File: config.mk
export PLATFORM = sky130hd
export DESIGN_NAME = sevenseg_scan_ctrl
export DESIGN_NICKNAME = d
export VERILOG_FILES = /design/src/rtl/sevenseg_scan_ctrl.sv
export SDC_FILE = /design/constraint.sdc
export NUM_CORES = 1
export LEC_CHECK = 0
export BUFFER_PORTS_ARGS = -buffer_cell sky130_fd_sc_hd__buf_2
export CAP_MARGIN = 10
export CORE_ASPECT_RATIO = 0.7
export CORE_MARGIN = 2
export CORE_UTILIZATION = 50
export CTS_BUF_LIST = sky130_fd_sc_hd__clkbuf_16
export CTS_CLUSTER_DIAMETER = 60
export DETAILED_ROUTE_END_ITERATION = 10
export GPL_TIMING_DRIVEN = 0
export PLACE_DENSITY = 0.7
export SYNTH_ARGS = -nofsm -noshare
export SYNTH_HDL_FRONTEND = slang
export SYNTH_SLANG_ARGS = --single-unit
File: constraint.sdc
create_clock -name clk_in -period 10.7 [get_ports clk_in]
set_input_delay 2.675 -clock clk_in [delete_from_list [all_inputs] [get_ports clk_in]]
set_output_delay 2.675 -clock clk_in [all_outputs]
set_load 0.05 [all_outputs]
File: src/rtl/sevenseg_scan_ctrl.sv
// Multiplexed seven-segment scan controller: double-buffered hex display with
// leading-zero blanking, PWM brightness and registered cathode/anode drive.
module sevenseg_scan_ctrl #(
  parameter int NUM_DIGITS = 8,
  parameter int COUNT_TO   = 100000,
  parameter int BRIGHT_W   = 3
) (
  input  logic                    clk_in,
  input  logic                    rst_in,
  input  logic [4*NUM_DIGITS-1:0] val_in,
  input  logic [NUM_DIGITS-1:0]   dp_in,
  input  logic                    valid_in,
  output logic                    ready_out,
  input  logic                    en_in,
  input  logic                    blank_lz_in,
  input  logic [BRIGHT_W-1:0]     bright_in,
  output logic [6:0]              cat_out,
  output logic                    dp_out,
  output logic [NUM_DIGITS-1:0]   an_out,
  output logic                    frame_out
);

  localparam int CNT_W = (COUNT_TO > 1) ? $clog2(COUNT_TO) : 1;
  localparam int IDX_W = (NUM_DIGITS > 1) ? $clog2(NUM_DIGITS) : 1;
  localparam logic [CNT_W-1:0] SLOT_LAST = CNT_W'(COUNT_TO - 1);
  localparam logic [IDX_W-1:0] IDX_LAST  = IDX_W'(NUM_DIGITS - 1);

  logic [CNT_W-1:0]        slot_cnt;
  logic [IDX_W-1:0]        digit_idx;
  logic [BRIGHT_W-1:0]     phase;
  logic [4*NUM_DIGITS-1:0] disp_val;
  logic [4*NUM_DIGITS-1:0] pend_val;
  logic [NUM_DIGITS-1:0]   disp_dp;
  logic [NUM_DIGITS-1:0]   pend_dp;
  logic                    pend_flag;

  logic                    slot_end;
  logic                    frame_wrap;
  logic                    load_acc;
  logic                    lit_now;
  logic [3:0]              cur_nib;
  logic                    cur_dp;
  logic                    blank_cur;
  logic                    zero_run;
  logic [6:0]              cat_next;
  logic                    dp_next;
  logic [NUM_DIGITS-1:0]   an_next;

  function automatic logic [6:0] seg_decode(input logic [3:0] nib);
    logic [6:0] seg;
    case (nib)
      4'h0: seg = 7'h3F;
      4'h1: seg = 7'h06;
      4'h2: seg = 7'h5B;
      4'h3: seg = 7'h4F;
      4'h4: seg = 7'h66;
      4'h5: seg = 7'h6D;
      4'h6: seg = 7'h7D;
      4'h7: seg = 7'h07;
      4'h8: seg = 7'h7F;
      4'h9: seg = 7'h6F;
      4'hA: seg = 7'h77;
      4'hB: seg = 7'h7C;
      4'hC: seg = 7'h39;
      4'hD: seg = 7'h5E;
      4'hE: seg = 7'h79;
      default: seg = 7'h71;
    endcase
    return seg;
  endfunction

  assign slot_end   = (slot_cnt == SLOT_LAST);
  assign frame_wrap = slot_end && (digit_idx == IDX_LAST);
  assign ready_out  = ~pend_flag;
  assign load_acc   = valid_in && ~pend_flag;
  assign lit_now    = en_in && (phase <= bright_in);

  always_ff @(posedge clk_in or posedge rst_in) begin
    if (rst_in) begin
      slot_cnt  <= '0;
      digit_idx <= '0;
    end else if (slot_end) begin
      slot_cnt  <= '0;
      digit_idx <= (digit_idx == IDX_LAST) ? '0 : digit_idx + IDX_W'(1);
    end else begin
      slot_cnt  <= slot_cnt + CNT_W'(1);
    end
  end

  always_ff @(posedge clk_in or posedge rst_in) begin
    if (rst_in) phase <= '0;
    else        phase <= phase + BRIGHT_W'(1);
  end

  // Accept and transfer are mutually exclusive on pend_flag, so a load taken
  // in the wrap cycle itself waits for the following wrap.
  always_ff @(posedge clk_in or posedge rst_in) begin
    if (rst_in) begin
      pend_val  <= '0;
      pend_dp   <= '0;
      pend_flag <= 1'b0;
      disp_val  <= '0;
      disp_dp   <= '0;
    end else if (load_acc) begin
      pend_val  <= val_in;
      pend_dp   <= dp_in;
      pend_flag <= 1'b1;
    end else if (frame_wrap && pend_flag) begin
      disp_val  <= pend_val;
      disp_dp   <= pend_dp;
      pend_flag <= 1'b0;
    end
  end

  // Walk from the most significant digit down so zero_run tells whether
  // every nibble at or above position i is zero.
  always_comb begin
    cur_nib   = '0;
    cur_dp    = 1'b0;
    blank_cur = 1'b0;
    zero_run  = 1'b1;
    for (int i = NUM_DIGITS - 1; i >= 0; i--) begin
      zero_run = zero_run && (disp_val[4*i +: 4] == 4'h0);
      if (digit_idx == IDX_W'(i)) begin
        cur_nib   = disp_val[4*i +: 4];
        cur_dp    = disp_dp[i];
        blank_cur = blank_lz_in && zero_run && (i != 0);
      end
    end
  end

  always_comb begin
    an_next = '1;
    for (int i = 0; i < NUM_DIGITS; i++) begin
      if (lit_now && (digit_idx == IDX_W'(i))) an_next[i] = 1'b0;
    end
    cat_next = 7'h7F;
    dp_next  = 1'b1;
    if (en_in) begin
      cat_next = blank_cur ? 7'h7F : ~seg_decode(cur_nib);
      dp_next  = ~cur_dp;
    end
  end

  always_ff @(posedge clk_in or posedge rst_in) begin
    if (rst_in) begin
      cat_out   <= 7'h7F;
      dp_out    <= 1'b1;
      an_out    <= '1;
      frame_out <= 1'b0;
    end else begin
      cat_out   <= cat_next;
      dp_out    <= dp_next;
      an_out    <= an_next;
      frame_out <= frame_wrap;
    end
  end

endmodule

Yosys cells after proc, flatten, opt, wreduce, memory -nomap -nowiden. Memories as Yosys holds them, arrays and structs flattened. Index checks and enable logic that the tools add are counted.

Add/sub/neg operators: 3. Divide/modulo/power cells: 0. Magnitude comparators: 1. Multiplexer cells: 40. Reduce and logical (&&, ||, !) cells: 35. Bitwise gates (word level): 4. Equal/unequal tests: 8. Shifts and indexed selects: 0. Multiply operators: 0.

Operators with widths (number): $mux 4 (8); $logic_not 4->1 (7); $mux 1 (27); $logic_and 1x1->1 (25); $mux 7 (3); $add 17x1->17 const B (1); $eq 17x17->1 const B (1); $mux 17 (1); $eq 3x3->1 const B (4); $not 7->7 (1); $add 3x1->3 const B (2); $eq 3x2->1 const B (2); $eq 3x1->1 const B (1); $le 3x3->1 (1); $logic_not 3->1 (1); $mux 3 (1); $not 1->1 (3); $reduce_and 2->1 (1); $reduce_bool 2->1 (1).

Bits in registers: 121. Memory bits (read-only): 112. Latch bits: 0. Output and inout bits: 18. Memory bits (writable): 0. Memories kept: 1.

Memory list: (name not given) (words 16, width 7, rd ports 1, clocked after Yosys merged registers in 0, write ports 0, RTL line 51) `case (nib)`.

Longest topological paths before layout. An unclocked memory read counts as a cell.

Word-level depth: 14. Depth in mapped cells: 13. Depth with buffers taken out: 11.

Least setup slack after synthesis. OpenSTA, ideal clock, no wires.

Path kind: input to register. Start point: in bright_in[1]. End point: reg an_out[5]. Cell stages on the path: 7. Arrival time: 3.685 ns. Slack: 6.919 ns. Library setup time: 0.097 ns. Cells stage by stage: inv_1 ha_1 nor2b_1 o21a_1 o21ai_0 and2_1 nand3_1.

Word-level cells in the longest chain between the ends: 4.

Ends and longest elaborated chain: start: declaration (RTL line 16) `input logic [BRIGHT_W-1:0] bright_in,`; $le 3x3->1 (RTL line 76) `assign lit_now = en_in && (phase <= bright_in);`; $logic_and 1x1->1 (RTL line 76); $logic_and 1x1->1 (RTL line 135) `if (lit_now && (digit_idx == IDX_W'(i))) an_next[i] = 1'b0;`; $mux 1 (RTL line 135); net an_next[5] (RTL line 47) `logic [NUM_DIGITS-1:0] an_next;`; end signal: assignment (RTL line 154) `an_out <= an_next;`; end: declaration (RTL line 19) `output logic [NUM_DIGITS-1:0] an_out,`.

The timed path passes the listed nets, and every way through them passes these cells. A chain may end at the register's enable or synchronous reset.

Worst setup path after layout.
Start point: reg cat_out[6]. End point: out cat_out[6].

RTL lines: start: declaration (RTL line 17) `output logic [6:0] cat_out,`; start signal: assignment (RTL line 152) `cat_out <= cat_next;`.

No word-level cell between the ends.

==> key figures <==
Final layout
  • Most common cell after layout, fill and taps aside: dfrtp_1
  • Layout cell share with drive strength beyond 1: 38.3%
  • Commonest cells after routing, fill and taps aside: dfrtp_1 (105), mux2_2 (78), buf_2 (73), nand2_1 (26), nor2_1 (20)
  • Diodes inserted: 0
  • Layout area overhead: 19.5%
  • Filler cells: 866
  • Final non-filler cell total: 707
  • Final net count: 606

Setup path
  • Worst path bufs/invs: 1
  • Worst reg-to-reg setup slack: 7.47 ns
  • Slowest CP cell: dfstp_2
  • Worst Path Required: 8.03 ns
  • Worst setup EP type: output port
  • Cell family with most CP delay: flip-flops
  • Worst path max stage delay: 0.52 ns
  • Crit path max fanout: 1
  • Crit-path cells: buf_2
  • Critical path arrival: 1.18 ns
  • Worst r2r path cells: 11
  • Worst r2r src: digit_idx[0]$_DFFE_PP0N_
  • Crit Path Category: reg -> out
  • Reg-to-Reg End: cat_out[5]$_DFF_PP1_
  • Crit path launch type: flop

Global route
  • Vias in the first global route: 3,720
  • Grt ovf: 0
  • Pin count of the biggest net entering global routing: 73
  • First-pass GRT wire length: 19,300 um
  • Initial antenna violation count: 0
  • Global-route usage over all layers: 21.2%

Detailed routing
  • Routed via count: 3,885
  • Wire per inst: 17.1 um
  • Drt drc: 0
  • Post-DRT Antenna Nets: 0
  • Total detailed-routing wirelength: 12,100 um
  • DR iter-0 viols: 242
  • DRT Pass-1 Iters: 5
  • DR vias/cell: 5.50

Timing
  • Worst-margin pin slew: 0.622 ns
  • Final hold slack: 0.453 ns
  • Setup Skew: 0.00753 ns
  • Setup tns final: 0 ns
  • Fin. Hold Viols: 0
  • Final critical-path share of the clock period: 36.0%
  • Rel. slew slack: 58.5%
  • Final setup viols: 0
  • Final Max Slew Viols: 0
  • Min cycle time layout: 3.86 ns
  • Fmax: 259 MHz
  • RSZ-0062 raised after global routing: no

Worst hold path
  • Worst Hold Launch: phase[0]$_DFF_PP0_
  • Hold path depth: 1
  • Min-delay worst type: reg -> reg
  • Hold EP: phase[0]$_DFF_PP0_

Clock tree
  • Post-CTS Setup Inserts: 0
  • Clk buf depth: 2
  • Root buf cell: clkbuf_16
  • Worst-Skew Late Latency: 0.41 ns
  • Clock slew at reported path FFs: 0.05 ns
  • H-Tree Depth: 4
  • Hold-fix buffers, CTS: 0
  • CTS Buf Count: 17
  • Post_cts resized: 0
  • CTS tree: yes
  • Clock Sinks: 121

Floorplanning
  • Core ar.: 11,000 sq um
  • Starting Density: 51.2%
  • Die area: 12,200 sq um
  • I/O Pins: 66
  • FP Rows: 32
  • Die Height: 92.9 um
  • Die W: 131 um

Synth
  • Flops & latches, synth: 121
  • Mapped Cells: 456
  • Distinct cell type count after synthesis: 64
  • Primary FF master, synth: dfrtp_1
  • Number of synthesized flops with an enable pin: 0
  • Post-synth top area share: 46.6%
  • Cell Area, Synth: 5640 sq um
  • Mapped Nets: 521
  • Largest cells by area after synthesis: dfrtp_1 (47%), mux2_2 (16%), dfstp_2 (7.5%), ha_1 (3.8%), nand2_1 (1.7%)
  • Dominant cell type by area after synthesis: dfrtp_1
  • Sequential area share after synthesis: 54.0%
  • Avg Inst Size Synth: 12.4 sq um
  • Synth Warn #: 0
  • Post-synth ARST share: 100%

Flow run
  • Max cap viols: 0

Power and ir drop
  • Pwr per Cell Area: 157 nW/um^2
  • Worst VDD drop: 0.108 mV
  • P_leak: 3.16 nW

Placement
  • Cells after DPL: 675
  • Final GP Congestion: 0.926
  • IO buf count: 65
  • DP HPWL: 8780 um

Outcome
  • Run status: finished, final reports clean
layout make-up:
cell class	count	area (sq um)	area share, %
flip-flops and latches	121	3050	45.2
multi-input cells	297	2420	35.9
clock buffers	17	425	6.31
repair buffers	66	353	5.23
well taps	153	191	2.84
clock inverters	15	130	1.93
plain buffers	20	105	1.56
inverters	18	70.1	1.04
per-stage QoR:
stage | util, % | area, sq um | setup WS (ns) | power [mW]
floorplan | - | 5640 | 4.84 | 0.526
global placement | 55.9 | 6160 | 3.74 | 0.543
detailed placement | 56.2 | 6190 | 6.54 | 0.548
CTS | 61.2 | 6740 | 6.82 | 1.07
global route | 61.2 | 6740 | 6.81 | 1.11
finish | 61.2 | 6740 | 6.84 | 1.06
cells in the mapped netlist, drive strengths merged, types with 5 or more instances:
master / number
xnor2: 7
clkbuf: 9
a221o: 5
ha: 17
dfrtp: 105
nor4: 8
nor2: 21
nor3: 6
nand2: 26
and2: 7
nor2b: 12
mux2: 80
dfstp: 16
buf: 11
inv: 18
nand3: 14
xor2: 8
o21ai: 14
a21oi: 9
cell families (layout without fill, tap and decap cells):
logic type,after synthesis,in the layout,synth area share (%)
DFF,121,121,54.0
muxes,83,83,16.5
xor gates and xnor gates,15,15,2.33
AOI/OAI and AO/OA,64,64,9.10
adders and majority gates,17,17,3.77
buffers and inverters,38,136,3.06
and+or+nand+nor,118,118,11.2
worst max-delay path by stage:
| stage | startpoint | to | slack [ns] | cells past startpoint |
|---|---|---|---|---|
| 6_report | cat_out[6]$_DFF_PP1_ | cat_out[6] | 6.84 | 1 |
| 4_1_cts | cat_out[6]$_DFF_PP1_ | cat_out[6] | 6.82 | 1 |
| 3_5_place_dp | valid_in | pend_dp[5]$_DFFE_PP0P_ | 6.54 | 4 |
| 3_3_place_gp | rst_in | pend_val[10]$_DFFE_PP0P_ | 3.74 | 2 |
| 2_1_floorplan | rst_in | digit_idx[0]$_DFFE_PP0N_ | 4.84 | 1 |
| 5_1_grt | cat_out[6]$_DFF_PP1_ | cat_out[6] | 6.81 | 1 |
report_power, final:
part | switching, mW | total, mW | internal (mW)
combinational | 0.0230 | 0.0467 | 0.0237
clock | 0.204 | 0.522 | 0.318
sequential | 0.0114 | 0.492 | 0.480
metal layers:
| metal | track usage [%] | vias up | wire, um |
|---|---|---|---|
| met5 | 0 | - | 0 |
| met4 | 6.21 | 0 | 100 |
| met3 | 5.72 | 12 | 778 |
| met2 | 29.5 | 153 | 5090 |
| met1 | 32.1 | 1904 | 6110 |
| li1 | - | 1816 | - |
state kept, by name, indices dropped and copies added (netlist names):
| signal | flops |
|---|---|
| slot_cnt | 17 |
| dp_out | 1 |
| pend_dp | 8 |
| disp_dp | 8 |
| pend_flag | 1 |
| cat_out | 7 |
| digit_idx | 3 |
| an_out | 8 |
| pend_val | 32 |
| frame_out | 1 |
| phase | 3 |
| disp_val | 32 |
(Power assumes the default switching activity.)
